$ cat src/rtl/accum_bank_pkg.sv
// Shared definitions for the accumulator bank: addition mode encoding and
// the saturating increment used by the per-channel sample counters.
// No ports; imported by accum_chan and accum_bank.
package accum_bank_pkg;

  // Value carried on sat_mode.
  typedef enum logic {
    MODE_WRAP = 1'b0,  // modulo 2^WIDTH addition
    MODE_SAT  = 1'b1   // unsigned saturating addition
  } mode_e;

  // Counters are evaluated through a 32-bit helper, so CNT_W is capped here.
  localparam int CNT_W_MAX = 32;

  // Increment that sticks at cnt_max instead of wrapping.
  function automatic logic [CNT_W_MAX-1:0] cnt_sat_inc(
    input logic [CNT_W_MAX-1:0] cnt,
    input logic [CNT_W_MAX-1:0] cnt_max
  );
    return (cnt >= cnt_max) ? cnt : cnt + 32'd1;
  endfunction

endpackage

$ cat src/rtl/accum_bank_if.sv
// Bundles the per-channel control, sample and result vectors of accum_bank.
// master: sample source / result consumer; slave: the accumulator bank.
// Vectors are packed channel-major (channel c occupies [c*W +: W]).
interface accum_bank_if #(
  parameter int NCH   = 2,
  parameter int WIDTH = 32,
  parameter int CNT_W = 8
);

  logic                   sat_mode;
  logic [NCH-1:0]         in_valid;
  logic [NCH*WIDTH-1:0]   accum_in;
  logic [NCH-1:0]         clear;
  logic [NCH-1:0]         bypass;
  logic [NCH*WIDTH-1:0]   accum_out;
  logic [NCH*WIDTH-1:0]   bypass_out;
  logic [NCH-1:0]         ovf;
  logic [NCH*CNT_W-1:0]   count;

  modport master (
    output sat_mode, in_valid, accum_in, clear, bypass,
    input  accum_out, bypass_out, ovf, count
  );

  modport slave (
    input  sat_mode, in_valid, accum_in, clear, bypass,
    output accum_out, bypass_out, ovf, count
  );

endinterface

$ cat src/rtl/accum_chan.sv
// One accumulator channel: accum += sample (wrap or saturate), sticky
// overflow flag and saturating accepted-sample counter.
// Latency: 1 cycle from accepted sample to accum_o/ovf_o/count_o; bypass_o is
// combinational. No backpressure: every valid sample is accepted.
// Ports: clk/rst_n; sat_mode_i; in_valid_i/accum_in_i sample; clear_i;
// bypass_i selects bypass_o source; accum_o, ovf_o, count_o registered.
module accum_chan
  import accum_bank_pkg::*;
#(
  parameter int WIDTH = 32,  // 1..129
  parameter int CNT_W = 8    // 1..CNT_W_MAX
) (
  input  logic             clk,
  input  logic             rst_n,
  input  logic             sat_mode_i,
  input  logic             in_valid_i,
  input  logic [WIDTH-1:0] accum_in_i,
  input  logic             clear_i,
  input  logic             bypass_i,
  output logic [WIDTH-1:0] accum_o,
  output logic [WIDTH-1:0] bypass_o,
  output logic             ovf_o,
  output logic [CNT_W-1:0] count_o
);

  localparam logic [CNT_W-1:0] CNT_MAX = '1;

  logic [WIDTH-1:0] accum_q, accum_d;
  logic             ovf_q,   ovf_d;
  logic [CNT_W-1:0] count_q, count_d;

  // One extra bit holds the carry; zero-extending both operands keeps the
  // top bit defined even when WIDTH is 1.
  logic [WIDTH:0] sum;
  logic           carry;

  assign sum   = {1'b0, accum_q} + {1'b0, accum_in_i};
  assign carry = sum[WIDTH];

  always_comb begin
    accum_d = accum_q;
    ovf_d   = ovf_q;
    count_d = count_q;

    if (clear_i) begin
      // Clear wins over the old state; a sample in the same cycle becomes
      // the first sample of the new run.
      if (in_valid_i) begin
        accum_d = accum_in_i;
        count_d = CNT_W'(1);
      end else begin
        accum_d = '0;
        count_d = '0;
      end
      ovf_d = 1'b0;
    end else if (in_valid_i) begin
      if (carry) begin
        ovf_d   = 1'b1;
        accum_d = (mode_e'(sat_mode_i) == MODE_SAT) ? {WIDTH{1'b1}} : sum[WIDTH-1:0];
      end else begin
        // Saturated all-ones plus zero has no carry and stays all-ones.
        accum_d = sum[WIDTH-1:0];
      end
      count_d = CNT_W'(cnt_sat_inc(32'(count_q), 32'(CNT_MAX)));
    end
  end

  always_ff @(posedge clk or negedge rst_n) begin
    if (!rst_n) begin
      accum_q <= '0;
      ovf_q   <= 1'b0;
      count_q <= '0;
    end else begin
      accum_q <= accum_d;
      ovf_q   <= ovf_d;
      count_q <= count_d;
    end
  end

  assign accum_o  = accum_q;
  assign ovf_o    = ovf_q;
  assign count_o  = count_q;
  // accum_q is forced to zero by reset, so bypass_o reads 0 there unless bypassed.
  assign bypass_o = bypass_i ? accum_in_i : accum_q;

endmodule

$ cat src/rtl/accum_bank.sv
// Bank of NCH independent accumulator channels behind one accum_bank_if.
// Latency: 1 cycle sample-to-result; bypass_out combinational.
// No backpressure: every valid sample is accepted on the edge it is presented.
// Ports: clk, rst_n (async active-low), bus (slave modport of accum_bank_if).
module accum_bank
  import accum_bank_pkg::*;
#(
  parameter int NCH   = 2,   // 1..16
  parameter int WIDTH = 32,  // 1..129
  parameter int CNT_W = 8    // 1..CNT_W_MAX
) (
  input  logic        clk,
  input  logic        rst_n,
  accum_bank_if.slave bus
);

  for (genvar c = 0; c < NCH; c++) begin : g_chan
    accum_chan #(
      .WIDTH (WIDTH),
      .CNT_W (CNT_W)
    ) u_chan (
      .clk        (clk),
      .rst_n      (rst_n),
      .sat_mode_i (bus.sat_mode),
      .in_valid_i (bus.in_valid[c]),
      .accum_in_i (bus.accum_in[c*WIDTH +: WIDTH]),
      .clear_i    (bus.clear[c]),
      .bypass_i   (bus.bypass[c]),
      .accum_o    (bus.accum_out[c*WIDTH +: WIDTH]),
      .bypass_o   (bus.bypass_out[c*WIDTH +: WIDTH]),
      .ovf_o      (bus.ovf[c]),
      .count_o    (bus.count[c*CNT_W +: CNT_W])
    );
  end

endmodule

$ cat src/flat_wrapper.sv
// flat-port wrapper written by rule: the top's interface ports become plain ports
module accum_bank_flat import accum_bank_pkg::*;
#(
  parameter int NCH   = 2,           
  parameter int WIDTH = 32,           
  parameter int CNT_W = 8                   
)
  (clk, rst_n, bus_sat_mode, bus_in_valid, bus_accum_in, bus_clear, bus_bypass, bus_accum_out, bus_bypass_out, bus_ovf, bus_count);
  accum_bank_if #(.NCH(NCH), .WIDTH(WIDTH), .CNT_W(CNT_W)) bus_i ();
  input  logic clk;
  input  logic rst_n;
  input wire logic [$bits(bus_i.sat_mode)-1:0] bus_sat_mode;
  input wire logic [$bits(bus_i.in_valid)-1:0] bus_in_valid;
  input wire logic [$bits(bus_i.accum_in)-1:0] bus_accum_in;
  input wire logic [$bits(bus_i.clear)-1:0] bus_clear;
  input wire logic [$bits(bus_i.bypass)-1:0] bus_bypass;
  output wire logic [$bits(bus_i.accum_out)-1:0] bus_accum_out;
  output wire logic [$bits(bus_i.bypass_out)-1:0] bus_bypass_out;
  output wire logic [$bits(bus_i.ovf)-1:0] bus_ovf;
  output wire logic [$bits(bus_i.count)-1:0] bus_count;
  assign bus_i.sat_mode = bus_sat_mode;
  assign bus_i.in_valid = bus_in_valid;
  assign bus_i.accum_in = bus_accum_in;
  assign bus_i.clear = bus_clear;
  assign bus_i.bypass = bus_bypass;
  assign bus_accum_out = bus_i.accum_out;
  assign bus_bypass_out = bus_i.bypass_out;
  assign bus_ovf = bus_i.ovf;
  assign bus_count = bus_i.count;
  accum_bank #(.NCH(NCH), .WIDTH(WIDTH), .CNT_W(CNT_W)) u_core (.clk(clk), .rst_n(rst_n), .bus(bus_i));
endmodule
$ cat config.mk
export PLATFORM = sky130hd
export DESIGN_NAME = accum_bank_flat
export DESIGN_NICKNAME = d
export VERILOG_FILES = /design/src/rtl/accum_bank_pkg.sv /design/src/rtl/accum_bank_if.sv /design/src/rtl/accum_chan.sv /design/src/rtl/accum_bank.sv /design/src/flat_wrapper.sv
export SDC_FILE = /design/constraint.sdc
export NUM_CORES = 1
export LEC_CHECK = 0
export CAP_MARGIN = 10
export CORE_MARGIN = 1.5
export CORE_UTILIZATION = 30
export DETAILED_ROUTE_END_ITERATION = 10
export PLACE_DENSITY = 0.53
export SKIP_LAST_GASP = 1
export SYNTH_ARGS = -nofsm -noshare
export SYNTH_HDL_FRONTEND = slang
export SYNTH_HIERARCHICAL = 1
export SYNTH_SLANG_ARGS = --single-unit
$ cat constraint.sdc
create_clock -name clk -period 2.5 [get_ports clk]
set_input_delay 0.5 -clock clk [delete_from_list [all_inputs] [get_ports clk]]
set_output_delay 0.5 -clock clk [all_outputs]
set_load 0.02 [all_outputs]
==> results of run 1 <==
-- power by group --
group	internal (mW)	switching, mW	total, mW
registers	1.51	0.172	1.68
logic	3.04	2.83	5.86
clock network	0.836	0.620	1.46
total	5.38	3.62	9.00
-- registers in the layout, indices dropped and copies added (netlist names) --
signal and cells:
u_core/g_chan.u_chan/accum_o 64, u_core/g_chan.u_chan/count_o 16, u_core/g_chan.u_chan/ovf_o 2
-- layout make-up --
type                            count  area, sq um
Clock buffer                       11          253
Clock inverter                      5         61.3
Fill cell                        2449        11900
Inverter                           24         90.1
Multi-Input combinational cell    823         6580
Sequential cell                    82         2050
Tap cell                          335          419
Timing Repair Buffer              557         4880
-- cell families after synthesis --
family | share of synthesized area [%]
compound gates | 27.7
simple gates | 15.6
flops | 25.5
buf+inv | 4.55
fa+ha+maj | 10.7
xor+xnor | 6.96
mux | 8.95
-- critical path: cells and delay by family --
kind / cells / cell delay, ns
and+or+nand+nor: 2 / 0.20
buffers and inverters: 3 / 0.58
AOI/OAI and AO/OA: 7 / 1.24
adders and majority gates: 2 / 0.52
-- path summary, 6_finish.rpt --
path / end / depth (start not counted) / startpoint
min: u_core/g_chan[1].u_chan/count_o[5] / 1 / rst_n
min reg2reg: u_core/g_chan[1].u_chan/ovf_o / 2 / u_core/g_chan[1].u_chan/ovf_o
min in group clk: u_core/g_chan[0].u_chan/accum_o[8] / 3 / bus_accum_in[8]
max in group asynchronous: u_core/g_chan[1].u_chan/accum_o[28] / 2 / rst_n
max reg2reg: u_core/g_chan[1].u_chan/accum_o[20] / 13 / u_core/g_chan[1].u_chan/accum_o[0]
max: u_core/g_chan[1].u_chan/accum_o[20] / 14 / bus_accum_in[32]
-- cells in the mapped netlist (15+ instances only) --
cell type	n	area, sq um
a21o_1	31	233
a21oi_1	122	611
a21oi_2	15	131
clkbuf_1	27	101
dfrtp_1	82	2050
ha_1	66	826
inv_1	24	90.1
mux2_2	64	721
nand2_1	111	417
nand3_1	19	95.1
nand4_1	17	106
nor2_1	90	338
o21ai_0	51	255
o21ai_1	23	115
o22ai_1	26	163
xnor2_1	29	254
xor2_1	35	307
-- layer usage --
layer  vias to the layer above  share of wire [%]  global-route usage [%]
met3                        30                4.1                    3.21
met1                      4366                 47                    28.7
met5                         -              0.043                       0
met2                       204                 48                    36.5
met4                         2                1.4                    4.94
li1                       4614                  -                       -
-- what timing repair did --
| action | 4_1_cts | 5_1_grt |
|---|---|---|
| resized for setup | 156 | 67 |
| pin swaps | 70 | 37 |
| cloned | 4 | 0 |
| setup buffers | 28 | 12 |
| setup endpoints to repair | 98 | 66 |
-- stage by stage --
stage	cells	area [sq um]	hold slack [ns]	total power [mW]	setup WS, ns
after floorplan	982	8190	0.204	4.37	-0.338
after global placement	1782	12800	0.476	6.80	-0.945
after detailed placement	1782	12800	0.492	6.83	-0.991
after CTS	1829	14000	0.152	8.79	-0.347
after global routing	1837	14300	0.179	9.59	-0.465
final	1837	14300	0.144	9.00	-0.331
==> results.cfg, run 1 <==
[sta]
slew_viol_final = 0
fin_crit_sh_pct = 113
fin_ws_ns = -0.331
tightest_slew_ns = 0.660
maxSlewHeadroom_pct = 56.0
fin_worst_skew_ns = 0.0120
final-setup-viol-count = 64
final.min_clock_period_ns = 2.83
setup_tns_ns = -13.18
hold_viol_final = 0
rsz0062_at_grt = yes
fmax_mhz = 353

[yosys]
synth-edff-count = 0
ys_types = 70
synth_area_per_cell_sq_um = 8.20
synth_nets = 1123
synth_area_sq_um = 8060
synth_seq_cells = 82
async_flop_share_pct = 100
ys.warnings.count = 6
syn_inst = 982
ys_dominant_reg_cell = dfrtp_1
yosysSeqAreaShare_pct = 25.5

[outcome]
status = complete, but fails checks
violations = negative setup slack

[route]
vias = 9216
drt_iter0_drc = 395
wl_um = 30200
wl_per_cell_um = 16.4
postRouteAntennaNets = 0
dr.pass1.iters = 5
vias_per_cell = 5.02
drc = 0

[finish]
fin_util_pct = 54.7
most-common-layout-cells = 317 x buf_4, 151 x clkdlybuf4s50_1, 109 x nand2_1, 89 x a21oi_1, 87 x nor2_1
antenna_cells = 0
syn_to_final_growth_pct = 77.9
drive_gt1_share_pct = 38.8
nNetsFinal = 1638
layout_commonest_cell = buf_4

[global_routing]
grt_overflow = 0
grt_max_degree = 66
track_usage_pct = 21.5
grt_pass1_wl_um = 48700
grt_pass1_vias = 9364
grt_antenna_before_repair = 1

[setup_path]
end_kind = flop
crit_chain = dlygate4sd2_1 -> ha_4 -> fa_2 -> a21o_1 -> a221oi_4 -> a221oi_2 -> o21ai_2 -> o41ai_4 -> nor3_2 -> nor2_2 -> a211oi_4 -> buf_6 -> buf_12 -> a221oi_1
rrSetupSlack_ns = -0.31
critical_path.max_stage_delay_ns = 0.34
worstPathRequired_ns = 2.73
worstPathArrival_ns = 3.06
critPathKind = input pin to flop
crit_path_max_fanout = 10
cp-start-kind = input pin
critical-path-slowest-cell = fa_2

[clock_tree]
cts-buffers-inserted = 9
cts.clk_slew.worst_paths_ns = 0.07
cts_tree = done
clockBufferDepth = 2
postCtsHoldBufs = 0
cts.sinks = 82
root_buffer = clkbuf_16
htreeDepth = 3
clock_latency_ns = 0.35

[floorplan]
die_h_um = 167
io_pins = 219
core_sq_um = 26200
dieArea_sq_um = 27800
fp.dieW_um = 167
start_util_pct = 30.7
core.rowCount = 59

[power_and_ir_drop]
power.leakage_nw = 6.47
peakVddDrop_mv = 0.343
p_per_area_nw_per_um2 = 628

[worst_hold_path]
hold_path_class = input pin to asynchronous set/reset pin

[placed_design]
place_hpwl_um = 22300
routabilityCongestion = 0.861
io_buffer_count = 218

[job]
max-cap-violations = 0
No activity file was read; power rests on OpenSTA's default activity.
==> run 2, diff against run 1 <==
--- a/config.mk
+++ b/config.mk
@@ -11,4 +11,5 @@
 export DETAILED_ROUTE_END_ITERATION = 10
 export PLACE_DENSITY = 0.53
+export RECOVER_POWER = 100
 export SKIP_LAST_GASP = 1
 export SYNTH_ARGS = -nofsm -noshare
==> constraint.sdc (replaced) <==
create_clock -name clk -period 2.5 [get_ports clk]
set_input_delay 0.5 -clock clk [delete_from_list [all_inputs] [get_ports clk]]
set_output_delay 0.5 -clock clk [all_outputs]
set_load 0.1 [all_outputs]
==> results.cfg, run 2 (synthesized netlist as in run 1, its figures left out) <==
[route]
vias = 9131
drc = 0
drt_iter0_drc = 479
vias_per_cell = 5.10
wl_per_cell_um = 16.7
dr.pass1.iters = 5
postRouteAntennaNets = 0
wl_um = 29900

[floorplan]
die_h_um = 167
dieArea_sq_um = 27800
core_sq_um = 26200
core.rowCount = 59
fp.dieW_um = 167
io_pins = 219
start_util_pct = 30.7

[outcome]
violations = max-capacitance violations, max-slew violations, negative setup slack
status = complete, but fails checks

[sta]
maxSlewHeadroom_pct = -39.1
fin_ws_ns = -0.348
tightest_slew_ns = 2.09
fmax_mhz = 351
holdWs_ns = 0.429
fin_crit_sh_pct = 114
rsz0062_at_grt = yes
final-setup-viol-count = 49
slew_viol_final = 35
final.min_clock_period_ns = 2.85
fin_worst_skew_ns = 0.0154
hold_viol_final = 0

[clock_tree]
cts-buffers-inserted = 9
cts.sinks = 82
htreeDepth = 3
clock_latency_ns = 0.36
postCtsHoldBufs = 0
clockBufferDepth = 2
root_buffer = clkbuf_16
cts.clk_slew.worst_paths_ns = 0.08
cts_tree = done

[finish]
layout_commonest_cell = buf_4
fin_util_pct = 54.6
drive_gt1_share_pct = 43.5
largest_reg_flops = 64
nNetsFinal = 1591
stdcell_count = 1790
antenna_cells = 0
most-common-layout-cells = 271 x buf_4, 109 x nand2_1, 103 x a21oi_1, 87 x nor2_1, 72 x buf_12
syn_to_final_growth_pct = 77.7

[setup_path]
critPathKind = flop to flop
cp-start-kind = flop
startpoint = u_core/g_chan[1].u_chan/accum_o[0]
critical-path-slowest-cell = dfrtp_4
rrSetupSlack_ns = -0.35
r2r_start = u_core/g_chan[1].u_chan/accum_o[0]
path_common_cell = a221oi_2
rr_worst_depth = 13
critical_path.max_stage_delay_ns = 0.49
worstPathArrival_ns = 3.08
worstPathRequired_ns = 2.73
crit_chain = ha_4 -> fa_2 -> a21o_1 -> a221oi_4 -> a221oi_2 -> o21ai_2 -> o41ai_4 -> nor3_2 -> nor2_2 -> a211oi_4 -> buf_6 -> buf_8 -> a221oi_2
crit_path_max_fanout = 7
cp-endpoint = u_core/g_chan[1].u_chan/accum_o[20]
end_kind = flop
r2r_end = u_core/g_chan[1].u_chan/accum_o[20]

[power_and_ir_drop]
power.leakage_nw = 6.42
peakVddDrop_mv = 0.426
p_per_area_nw_per_um2 = 770

[global_routing]
grt_max_degree = 50
track_usage_pct = 21.3
grt_pass1_wl_um = 48300
grt_overflow = 0
grt_antenna_before_repair = 1
grt_pass1_vias = 9137

[placed_design]
placed_cells = 1745
routabilityCongestion = 0.917
io_buffer_count = 218
place_hpwl_um = 22700

[job]
max-cap-violations = 1

[worst_hold_path]
hold_path_class = input pin to flop
[run 2: per-layer routing]
layer | up-vias | share of wire (%) | global-route usage (%)
li1 | 4513 | - | -
met1 | 4383 | 47 | 28.9
met2 | 211 | 48 | 36.1
met3 | 22 | 4.0 | 2.57
met4 | 2 | 1.0 | 4.43
met5 | - | 0.043 | 0
[run 2: how the worst min path moves through the flow]
stage / start / to / slack (ns) / cells after the start
after CTS: rst_n / u_core/g_chan[1].u_chan/accum_o[29] / 0.11 / 1
after global placement: u_core/g_chan[1].u_chan/ovf_o / u_core/g_chan[1].u_chan/ovf_o / 0.49 / 2
final: bus_accum_in[0] / u_core/g_chan[0].u_chan/accum_o[0] / 0.43 / 3
after floorplan: rst_n / u_core/g_chan[0].u_chan/accum_o[11] / 0.20 / 0
after detailed placement: u_core/g_chan[0].u_chan/ovf_o / u_core/g_chan[0].u_chan/ovf_o / 0.49 / 2
after global routing: bus_accum_in[0] / u_core/g_chan[0].u_chan/accum_o[0] / 0.44 / 3
[run 2: repair_timing]
action,in CTS,in global routing
resized for setup,107,68
setup buffers,17,11
pin swaps,58,40
gates cloned,4,2
setup endpoints to repair,66,66
[run 2: report_power, final]
group	switching [mW]	internal (mW)	total, mW
logic	4.86	3.03	7.89
registers	0.192	1.56	1.75
clock network	0.677	0.706	1.38
total	5.73	5.30	11.0
[run 2: per-stage QoR]
step | power [mW] | area, sq um | setup WS (ns) | setup TNS [ns]
6_report | 11.0 | 14300 | -0.348 | -12.09
3_3_place_gp | 9.12 | 13200 | -0.879 | -50.25
2_1_floorplan | 6.46 | 8430 | -0.469 | -16.36
5_1_grt | 11.6 | 14300 | -0.533 | -23.85
3_5_place_dp | 9.15 | 13200 | -0.934 | -52.36
4_1_cts | 11.0 | 14100 | -0.421 | -15.25
[run 2: final cells by class]
class                           instances  area [sq um]
Inverter                               24          90.1
Tap cell                              335           419
Multi-Input combinational cell        823          6640
Clock buffer                            9           225
Clock inverter                          7          73.8
Timing Repair Buffer                  510          4700
Sequential cell                        82          2160
Fill cell                            2472         11900
[run 2: worst max-delay path: cells and delay by family, from the launching register on]
kind            cells  cell delay, ns
compound gates      7            1.22
fa+ha+maj           2            0.50
flops               1            0.49
buf+inv             2            0.33
simple gates        2            0.21
